==> src/rtl/avg_window_scheduler_if.sv <==
// Sample/result bus of avg_window_scheduler: two valid/ready sensor channels,
// per-channel enables and the registered result strobe.
interface avg_window_scheduler_if #(
    parameter int N = 32
);
    localparam int CW = $clog2(N) + 1;

    logic [1:0]    ch_en;
    logic [15:0]   s0_data;
    logic          s0_valid;
    logic          s0_ready;
    logic [15:0]   s1_data;
    logic          s1_valid;
    logic          s1_ready;
    logic          res_valid;
    logic          res_ch;
    logic [CW-1:0] res_count;
    logic          res_major;
    logic          busy;

    // Sensor front-ends and paddle logic side.
    modport master (
        output ch_en, s0_data, s0_valid, s1_data, s1_valid,
        input  s0_ready, s1_ready, res_valid, res_ch, res_count, res_major, busy
    );

    // Scheduler side.
    modport slave (
        input  ch_en, s0_data, s0_valid, s1_data, s1_valid,
        output s0_ready, s1_ready, res_valid, res_ch, res_count, res_major, busy
    );
endinterface

==> src/rtl/avg_window_scheduler.sv <==
// Two-channel round-robin sign-count window averager sharing one datapath.
// Define AVG_HYST_EN to give res_major per-channel hysteresis (3N/4 set, N/4 clear).
module avg_window_scheduler #(
    parameter int N = 32
) (
    input  logic                  clk,
    input  logic                  rst,
    avg_window_scheduler_if.slave bus
);
    localparam int CW = $clog2(N) + 1;
    localparam int NW = $clog2(N);
    localparam logic [NW-1:0] CNT_LAST = NW'(N - 1);
`ifdef AVG_HYST_EN
    localparam logic [CW-1:0] HYST_HI = CW'((3 * N) / 4);
    localparam logic [CW-1:0] HYST_LO = CW'(N / 4);
`endif

    typedef enum logic [1:0] {IDLE, ACCEPT, UPDATE, PUBLISH} state_t;

    state_t        state, state_d;
    logic          gnt, gnt_d;
    logic          rr;
    logic          sample_pos;
    logic [CW-1:0] acc [2];
    logic [NW-1:0] cnt [2];
`ifdef AVG_HYST_EN
    logic [1:0]    hyst;
`endif

    logic [1:0]    elig;
    logic [1:0]    ready_d;
    logic          gnt_valid;
    logic          gnt_bit15;
    logic          last;
    logic [CW-1:0] acc_upd;
    logic          major_d;

    logic [1:0]    ready_q;
    logic          res_valid_q;
    logic          res_ch_q;
    logic [CW-1:0] res_count_q;
    logic          res_major_q;
    logic          busy_q;

    assign elig      = bus.ch_en & {bus.s1_valid, bus.s0_valid};
    assign gnt_valid = gnt ? bus.s1_valid : bus.s0_valid;
    assign gnt_bit15 = gnt ? bus.s1_data[15] : bus.s0_data[15];
    assign last      = (cnt[gnt] == CNT_LAST);
    assign acc_upd   = acc[gnt] + CW'(sample_pos);

`ifdef AVG_HYST_EN
    always_comb begin
        major_d = hyst[gnt];
        if (acc_upd >= HYST_HI)
            major_d = 1'b1;
        else if (acc_upd <= HYST_LO)
            major_d = 1'b0;
    end
`else
    // Strict majority: a tie (acc == N/2) reports 0.
    assign major_d = ({acc_upd, 1'b0} > (CW + 1)'(N));
`endif

    always_comb begin
        // NOTE: every comb output gets a default first so no path leaves it unassigned (no latch).
        state_d = state;
        gnt_d   = gnt;
        ready_d = 2'b00;
        case (state)
            IDLE: begin
                if (elig != 2'b00) begin
                    gnt_d   = (elig == 2'b11) ? ~rr : elig[1];
                    state_d = ACCEPT;
                end
            end
            ACCEPT:  state_d = gnt_valid ? UPDATE : IDLE;
            UPDATE:  state_d = last ? PUBLISH : IDLE;
            PUBLISH: state_d = IDLE;
            default: state_d = IDLE;
        endcase
        if (state_d == ACCEPT)
            ready_d = gnt_d ? 2'b10 : 2'b01;
    end

    // NOTE: sequential state uses non-blocking assignments so every flop samples pre-edge values.
    always_ff @(posedge clk or negedge rst) begin
        if (!rst) begin
            state <= IDLE;
            gnt   <= 1'b0;
        end else begin
            state <= state_d;
            gnt   <= gnt_d;
        end
    end

    always_ff @(posedge clk or negedge rst) begin
        if (!rst) begin
            rr          <= 1'b0;
            sample_pos  <= 1'b0;
            // NOTE: the per-channel window arrays are tiny flop banks and must start clean, so they are reset.
            for (int c = 0; c < 2; c++) begin
                acc[c] <= '0;
                cnt[c] <= '0;
            end
`ifdef AVG_HYST_EN
            hyst        <= 2'b00;
`endif
            ready_q     <= 2'b00;
            res_valid_q <= 1'b0;
            res_ch_q    <= 1'b0;
            res_count_q <= '0;
            res_major_q <= 1'b0;
            busy_q      <= 1'b0;
        end else begin
            ready_q     <= ready_d;
            busy_q      <= (state_d != IDLE);
            res_valid_q <= 1'b0;
            case (state)
                IDLE: begin
                    for (int c = 0; c < 2; c++) begin
                        if (!bus.ch_en[c]) begin
                            acc[c] <= '0;
                            cnt[c] <= '0;
                        end
                    end
                end
                ACCEPT: begin
                    if (gnt_valid) begin
                        sample_pos <= ~gnt_bit15;
                        rr         <= gnt;
                    end
                end
                UPDATE: begin
                    acc[gnt] <= acc_upd;
                    // Results load on entry to PUBLISH so res_valid lands two cycles after the accept.
                    if (last) begin
                        res_valid_q <= 1'b1;
                        res_ch_q    <= gnt;
                        res_count_q <= acc_upd;
                        res_major_q <= major_d;
`ifdef AVG_HYST_EN
                        hyst[gnt]   <= major_d;
`endif
                    end else begin
                        cnt[gnt] <= cnt[gnt] + 1'b1;
                    end
                end
                PUBLISH: begin
                    acc[gnt] <= '0;
                    cnt[gnt] <= '0;
                end
                default: ;
            endcase
        end
    end

    assign bus.s0_ready  = ready_q[0];
    assign bus.s1_ready  = ready_q[1];
    assign bus.res_valid = res_valid_q;
    assign bus.res_ch    = res_ch_q;
    assign bus.res_count = res_count_q;
    assign bus.res_major = res_major_q;
    assign bus.busy      = busy_q;
endmodule
==> src/flat_wrapper.sv <==
// flat-port wrapper written by rule: the top's interface ports become plain ports
module avg_window_scheduler_flat 
#(
    parameter int N = 32
)
  (clk, rst, bus_ch_en, bus_s0_data, bus_s0_valid, bus_s1_data, bus_s1_valid, bus_s0_ready, bus_s1_ready, bus_res_valid, bus_res_ch, bus_res_count, bus_res_major, bus_busy);
  avg_window_scheduler_if #(.N(N)) bus_i ();
  input  logic clk;
  input  logic rst;
  input wire logic [$bits(bus_i.ch_en)-1:0] bus_ch_en;
  input wire logic [$bits(bus_i.s0_data)-1:0] bus_s0_data;
  input wire logic [$bits(bus_i.s0_valid)-1:0] bus_s0_valid;
  input wire logic [$bits(bus_i.s1_data)-1:0] bus_s1_data;
  input wire logic [$bits(bus_i.s1_valid)-1:0] bus_s1_valid;
  output wire logic [$bits(bus_i.s0_ready)-1:0] bus_s0_ready;
  output wire logic [$bits(bus_i.s1_ready)-1:0] bus_s1_ready;
  output wire logic [$bits(bus_i.res_valid)-1:0] bus_res_valid;
  output wire logic [$bits(bus_i.res_ch)-1:0] bus_res_ch;
  output wire logic [$bits(bus_i.res_count)-1:0] bus_res_count;
  output wire logic [$bits(bus_i.res_major)-1:0] bus_res_major;
  output wire logic [$bits(bus_i.busy)-1:0] bus_busy;
  assign bus_i.ch_en = bus_ch_en;
  assign bus_i.s0_data = bus_s0_data;
  assign bus_i.s0_valid = bus_s0_valid;
  assign bus_i.s1_data = bus_s1_data;
  assign bus_i.s1_valid = bus_s1_valid;
  assign bus_s0_ready = bus_i.s0_ready;
  assign bus_s1_ready = bus_i.s1_ready;
  assign bus_res_valid = bus_i.res_valid;
  assign bus_res_ch = bus_i.res_ch;
  assign bus_res_count = bus_i.res_count;
  assign bus_res_major = bus_i.res_major;
  assign bus_busy = bus_i.busy;
  avg_window_scheduler #(.N(N)) u_core (.clk(clk), .rst(rst), .bus(bus_i));
endmodule
==> config.mk <==
export PLATFORM = sky130hd
export DESIGN_NAME = avg_window_scheduler_flat
export DESIGN_NICKNAME = d
export VERILOG_FILES = /design/src/rtl/avg_window_scheduler_if.sv /design/src/rtl/avg_window_scheduler.sv /design/src/flat_wrapper.sv
export SDC_FILE = /design/constraint.sdc
export NUM_CORES = 1
export LEC_CHECK = 0
export ABC_AREA = 1
export ABC_CLOCK_PERIOD_IN_PS = 2200
export BUFFER_PORTS_ARGS = -buffer_cell sky130_fd_sc_hd__buf_2
export CAP_MARGIN = 10
export CORE_MARGIN = 2
export CORE_UTILIZATION = 40
export DETAILED_ROUTE_END_ITERATION = 8
export GPL_TIMING_DRIVEN = 1
export PLACE_DENSITY = 0.7
export REMOVE_ABC_BUFFERS = 1
export SLEW_MARGIN = 5
export SYNTH_ARGS = -nofsm -noshare
export SYNTH_HDL_FRONTEND = slang
export SYNTH_SLANG_ARGS = --single-unit
export TNS_END_PERCENT = 5
==> constraint.sdc <==
create_clock -name clk -period 2.2 [get_ports clk]
set_input_delay 0.55 -clock clk [delete_from_list [all_inputs] [get_ports clk]]
set_output_delay 0.55 -clock clk [all_outputs]
set_load 0.02 [all_outputs]
==> metrics.md, run 1 <==
| Metric | Value |
|---|---|
| Reg2Reg Setup Slack | 200 ps |
| VDD IR max | 557.9 uV |
| RSZ-0062 raised after global routing | no |
| # port buffers | 19 |
| Placer Congestion | 0.7760 |
| Hold WC Path Type | in2async |
| Seq pwr share | 0.453 |
| CP required | 2380 ps |
| Top-level port count | 50 |
| NetSw | 0.6613 mW |
| Total wire length | 4007 um |
| Status | completed |
| Inserted Clock Buffers | 5 |
| Final setup fails | 0 |
| Worst setup path class | reg2reg |
| Pleak | 1.125 nW |
| Tcrit/Tclk final | 0.9086 |
| FILL cells | 488 |
| Int Pwr | 1.181 mW |
| Max Slew Vio Count | 0 |
| Worst setup path endpoint | u_core.bus.res_major$_DFFE_PN0P_ |
| Dpl ws | 147.5 ps |
| Post-CTS Setup Bufs | 0 |
| Cell Area, Placed | 2161 sq um |
| Layout net count | 302 |
| Post-synthesis sequential element count | 39 |
| Comb power frac | 0.292 |
| Final setup margin | 201.2 ps |
| Tot Pwr | 1.842 mW |
| First-pass GRT wire length | 7107 um |
| Max Fclk | 500.3 MHz |
| Worst hold slack | 203.9 ps |
| Core ar. | 4786 sq um |
| # hold bufs at CTS | 0 |
| Crit end category | flip-flop |
| Clock buffer depth | 2 |
| Mean Syn Cell Area | 8.483 sq um |
| Drt pass-1 iters | 4 |
| Share of cells above drive strength 1 | 0.2346 |
| Clock Skew | 8.592 ps |
| Reg area | 975.9 sq um |
| Area of the multi-input gates | 837.1 sq um |
| Final Hold Vio Count | 0 |
| Die Wd | 74.75 um |
| Clock latency on the worst-skew pair | 300 ps |
| CTS H-tree lvls | 2 |
| Final min period | 1999 ps |
| Vias per inst | 4.914 |
| Row Count | 25 |
| CTS sink cnt | 39 |
| # Max-Cap Violations | 0 |
| Detailed-route DRC error count | 0 |
| FF-to-FF End | u_core.bus.res_major$_DFFE_PN0P_ |
| Number of antenna diodes | 0 |
| Critical Path Fanout Max | 30 |
| R2R depth | 13 |
| Antenna Nets Post-Route | 0 |
| Post-route cell area | 2247 sq um |
| FF-to-FF Start | u_core.gnt$_DFF_PN0_ |
| Crit path from | u_core.gnt$_DFF_PN0_ |
| Root buf cell | clkbuf_8 |
| Initial DRC count | 70 |
| Synthesized cell area | 2002 sq um |
| Die height | 74.75 um |
| Worst-path clk slew | 80 ps |
| Yosys warning count | 0 |
| Fin util | 0.4695 |
| Vias in the first global route | 1,556 |
| Relative slew slack | 0.6747 |
| Die Area | 5587 sq um |
| Post-synthesis sequential area ratio | 0.4875 |
| Per-cell routed wire length | 12.25 um |
| Resized cells post-CTS | 0 |
| Critical path data arrival time | 2180 ps |
| Cells after synthesis | 236 |
| Initial antenna violation count | 0 |
| Remaining Overflow, GRT | 0 |
| Largest net degree at the start of global routing | 31 |
| Commonest non-fill, non-tap cell in the layout | nand2_1 |
| Commonest non-fill, non-tap cells in the layout | nand2_1 (65), dfrtp_1 (39), inv_1 (25), buf_2 (19) |
| Initial core utilization | 0.4183 |
| Clk pwr share | 0.255 |
| CTS tree | built |
| Syn-to-layout area delta | 12.25% |
| Vias | 1,607 |
| Netlist cell types | 28 |
| Critical Path Source Type | flip-flop |
| Total Routing Usage GR | 0.1698 |
| Switching Share | 0.3589 |
| Slew @ Worst Pin | 488.0 ps |
| PD cells | 819.9 nW/um^2 |
| DPL Wire Length | 2893 um |
==> worst max-delay path, cell delays in order, from the launching register on <==
cell	delay (ps)
dfrtp_1	380
buf_12	200
inv_2	50
nand2_1	80
nand2_2	60
ha_1	190
nand2_1	80
nor2_1	50
ha_1	230
nand2_4	180
buf_4	200
nor2_1	60
nand2_1	60
nand3_2	50
==> power by group through the flow <==
| stage | registers, mW | logic (mW) | clock network [mW] |
|---|---|---|---|
| after detailed placement | 0.849 | 0.537 | 0 |
| after floorplan | 0.893 | 0.304 | 0 |
| after global placement | 0.847 | 0.524 | 0 |
| after global routing | 0.844 | 0.609 | 0.517 |
| final | 0.835 | 0.538 | 0.470 |
| after CTS | 0.835 | 0.541 | 0.484 |
==> worst min path at each step <==
stage                                                    from                                   to  slack (ps)  cells past startpoint
after floorplan                                           rst            u_core.acc[0]$_DFFE_PN0P_         250                      0
after global placement    u_core.bus.res_count[3]$_DFFE_PN0P_  u_core.bus.res_count[3]$_DFFE_PN0P_         460                      2
after detailed placement  u_core.bus.res_count[5]$_DFFE_PN0P_  u_core.bus.res_count[5]$_DFFE_PN0P_         470                      2
after CTS                                                 rst            u_core.cnt[6]$_DFFE_PN0P_         210                      1
after global routing                                      rst            u_core.acc[0]$_DFFE_PN0P_         230                      1
final                                                     rst            u_core.cnt[1]$_DFFE_PN0P_         200                      1
==> metal layers <==
metal  wire (um)  global-route usage
met5           0                   0
met4          61             0.06944
met3         177             0.04953
met2        1853              0.2596
met1        1915              0.2277
==> final cells by class <==
| type | instances | share of cell area |
|---|---|---|
| flip-flops and latches | 39 | 0.4343 |
| multi-input cells | 159 | 0.3725 |
| repair buffers | 23 | 0.06682 |
| inverters | 31 | 0.05178 |
| well taps | 67 | 0.03731 |
| clock buffers | 5 | 0.03062 |
| clock inverters | 3 | 0.006682 |
==> per-stage QoR <==
| stage | setup TNS, ps | std cells |
|---|---|---|
| floorplan | -1487 | 229 |
| global placement | 0 | 319 |
| detailed placement | 0 | 319 |
| CTS | 0 | 327 |
| global route | 0 | 327 |
| finish | 0 | 327 |
==> flip-flops by register name, summed over array words and instances (netlist names) <==
signal,cells
u_core.ready_q,2
u_core.bus.res_valid,1
u_core.rr,1
u_core.acc,12
u_core.bus.res_ch,1
u_core.state,2
u_core.sample_pos,1
u_core.bus.busy,1
u_core.bus.res_count,6
u_core.gnt,1
u_core.cnt,10
u_core.bus.res_major,1
==> synth_stat cells <==
cell,number,share of area
a21oi_1,1,0.0025
nand3_1,12,0.030
buf_6,4,0.022
nor2_1,13,0.024
and2_4,1,0.0044
inv_1,25,0.047
o21ai_2,8,0.035
a32o_1,1,0.0050
o21ai_0,11,0.027
nand2_1,65,0.12
inv_2,6,0.011
o21a_1,1,0.0038
nand2_2,6,0.019
o211ai_1,1,0.0038
nor2_4,1,0.0056
or2_1,1,0.0031
nand3_2,2,0.010
ha_1,5,0.031
buf_12,1,0.010
nor3_1,1,0.0025
buf_2,2,0.0050
o21ai_1,12,0.030
o21bai_1,1,0.0038
o22ai_1,10,0.031
xnor2_1,1,0.0044
nand2_4,1,0.0056
dfrtp_1,39,0.49
nor2_2,4,0.012
==> kinds of logic after synthesis <==
family                   after synthesis  synth area share
flip-flops                            39            0.4875
AND/OR/NAND/NOR                      107            0.2388
adder cells (fa/ha/maj)                5           0.03125
AO/OA/AOI/OAI                         46            0.1425
XOR/XNOR                               1          0.004376
buffers and inverters                 38           0.09562
Note: power is estimated with default switching activity, not from simulation.
==> run 2: changes to the inputs <==
--- a/config.mk
+++ b/config.mk
@@ -7,15 +7,13 @@
 export LEC_CHECK = 0
 export ABC_AREA = 1
 export ABC_CLOCK_PERIOD_IN_PS = 2200
-export BUFFER_PORTS_ARGS = -buffer_cell sky130_fd_sc_hd__buf_2
 export CAP_MARGIN = 10
-export CORE_MARGIN = 2
 export CORE_UTILIZATION = 40
 export DETAILED_ROUTE_END_ITERATION = 8
+export DONT_BUFFER_PORTS = 1
 export GPL_TIMING_DRIVEN = 1
-export PLACE_DENSITY = 0.7
+export PLACE_DENSITY = 0.61
 export REMOVE_ABC_BUFFERS = 1
-export SLEW_MARGIN = 5
 export SYNTH_ARGS = -nofsm -noshare
 export SYNTH_HDL_FRONTEND = slang
 export SYNTH_SLANG_ARGS = --single-unit
==> metrics.md, run 2 (synthesis results as in run 1) <==
| Metric | Value |
|---|---|
| Placer Congestion | 0.8099 (+4.4%) |
| Row Count | 25 (unchanged) |
| CP required | 2380 ps (about the same) |
| FILL cells | 499 (+2.3%) |
| Antenna Nets Post-Route | 0 (unchanged) |
| Syn-to-layout area delta | 9.250% |
| Layout net count | 287 (-5.0%) |
| PD cells | 882.9 nW/um^2 (+7.7%) |
| Total wire length | 3966 um (-1.0%) |
| Top reg by flops | u_core.acc |
| Slowest stage delay, CP | 510 ps (+130 ps) |
| Final min period | 1988 ps (-10.32 ps) |
| Worst hold slack | 100.1 ps (-103.8 ps) |
| Relative slew slack | 0.7756 (+0.1010) |
| Total Routing Usage GR | 0.1679 (-0.001923) |
| Reg2Reg Setup Slack | 210 ps (about the same) |
| Slew @ Worst Pin | 336.6 ps (-151.4 ps) |
| Share of cells above drive strength 1 | 0.1803 (-0.05429) |
| VDD IR max | 461.5 uV (-17%) |
| Crit-path slowest cell | dfrtp_2 |
| Worst setup path class | reg2reg |
| Pleak | 1.050 nW (-6.7%) |
| Final setup fails | 0 (unchanged) |
| Final Hold Vio Count | 0 (unchanged) |
| Clock buffer depth | 2 (unchanged) |
| Post-CTS Setup Bufs | 0 (unchanged) |
| Crit path top cell by count | nand2_1 |
| Drt pass-1 iters | 4 (unchanged) |
| Largest net degree at the start of global routing | 40 (+29%) |
| Initial core utilization | 0.4211 (+0.002752) |
| # port buffers | 0 (-19) |
| CTS H-tree lvls | 2 (unchanged) |
| Max FFs per register | 12 (unchanged) |
| Tcrit/Tclk final | 0.9039 (-0.004690) |
| Remaining Overflow, GRT | 0 (unchanged) |
| Clock latency on the worst-skew pair | 290 ps (about the same) |
| Commonest non-fill, non-tap cell in the layout | nand2_1 |
| Detailed-route DRC error count | 0 (unchanged) |
| Tot Pwr | 1.931 mW (+4.8%) |
| # Max-Cap Violations | 0 (unchanged) |
| Number of antenna diodes | 0 (unchanged) |
| Initial DRC count | 96 (+37%) |
| CTS sink cnt | 39 (unchanged) |
| Reg area | 977.2 sq um (+0.13%) |
| Die height | 72.75 um (-2.7%) |
| Critical Path Source Type | flip-flop |
| RSZ-0062 raised after global routing | no |
| Final TNS setup | 0 ps (unchanged) |
| Vias | 1,495 (-7.0%) |
| Commonest non-fill, non-tap cells in the layout | nand2_1 (65), dfrtp_1 (38), inv_1 (25), nor2_1 (13) |
| Crit end category | flip-flop |
| Max Fclk | 502.9 MHz (+0.52%) |
| First-pass GRT wire length | 6755 um (-5.0%) |
| DPL Wire Length | 2873 um (-0.72%) |
| Crit-path cells | buf_4, nand2_1, o21ai_0, ha_1, ha_1, inv_1, nand2_1, nor2_1, nand3_1, nand2_1, nand3_2 |
| Core ar. | 4755 sq um (-0.65%) |
| CTS tree | built |
| Area of the multi-input gates | 834.6 sq um (-0.30%) |
| Top-level port count | 50 (unchanged) |
| Critical Path Fanout Max | 12 (-60%) |
| Hold WC Path Type | in2async |
| Max Slew Vio Count | 0 (unchanged) |
| Per-cell routed wire length | 12.75 um (+4.1%) |
| Root buf cell | clkbuf_8 |
| Vias per inst | 4.807 (-2.2%) |
| Die Area | 5292 sq um (-5.3%) |
| Initial antenna violation count | 0 (unchanged) |
| Inserted Clock Buffers | 5 (unchanged) |
| Critical path data arrival time | 2170 ps (about the same) |
| Worst-path clk slew | 70 ps (about the same) |
| Clock Skew | 4.375 ps (-4.217 ps) |
| Vias in the first global route | 1,462 (-6.0%) |
| Status | completed |
| Die Wd | 72.75 um (-2.7%) |
run 2: changes by cell type in the layout (fill, tap and decap cells not counted), sizes merged:
cell,previous run,this run
buf,23,8
clkinv,3,0
bufinv,0,1
clkbuf,5,6
run 2: final cells by class:
cell class | instances | area share
flip-flops and latches | 39 | 0.4468
multi-input cells | 159 | 0.3816
inverters | 31 | 0.05320
well taps | 67 | 0.03833
clock buffers | 6 | 0.03318
repair buffers | 8 | 0.03318
clock inverters | 1 | 0.01373
run 2: metrics by stage:
stage	worst slack, ps	instances	utilization	instance area (sq um)
after floorplan	-216.0	229	-	1927
after global placement	119.8	303	0.4339	2063
after detailed placement	89.46	303	0.4339	2063
after CTS	70.64	311	0.4597	2186
after global routing	25.50	311	0.4600	2187
final	211.5	311	0.4600	2187
run 2: power by group:
part | internal, mW | leakage [nW] | switching, mW
combinational | 0.174 | 0.467 | 0.312
sequential | 0.787 | 0.532 | 0.0879
clock | 0.332 | 0.0513 | 0.238
total | 1.29 | 1.05 | 0.638
run 2: routing by layer:
layer / vias up / routed length (um) / GRT usage / part of all wire
li1: 775 / - / - / -
met1: 692 / 1971 / 0.2330 / 0.50
met2: 23 / 1804 / 0.2586 / 0.45
met3: 5 / 152 / 0.04558 / 0.038
met4: 0 / 38 / 0.04575 / 0.0096
met5: - / 0 / 0 / 0
run 2: worst max-delay path: cells and delay by family (launching register included):
family | cells | cell delay [ps]
AOI/OAI and AO/OA | 1 | 80
buffers and inverters | 2 | 320
and+or+nand+nor | 6 | 460
adders and majority gates | 2 | 510
DFF | 1 | 510
run 2: path summary, 6_finish.rpt:
kind                                           start                               end  cells past startpoint
max reg2reg                     u_core.gnt$_DFF_PN0_  u_core.bus.res_major$_DFFE_PN0P_                     11
max in group asynchronous                        rst              u_core.gnt$_DFF_PN0_                      1
min                                              rst    u_core.bus.res_valid$_DFF_PN0_                      1
max                             u_core.gnt$_DFF_PN0_  u_core.bus.res_major$_DFFE_PN0P_                     11
min reg2reg                u_core.acc[9]$_DFFE_PN0P_         u_core.acc[9]$_DFFE_PN0P_                      2
min in group clk                        bus_ch_en[1]       u_core.ready_q[1]$_DFF_PN0_                      2
run 2: what timing repair did:
| action | CTS | global route |
|---|---|---|
| endpoints found under the hold margin | 39 | 0 |
| endpoints found under the setup margin | 0 | 8 |
| hold buffers | 1 | 0 |
| resized for setup | 0 | 1 |
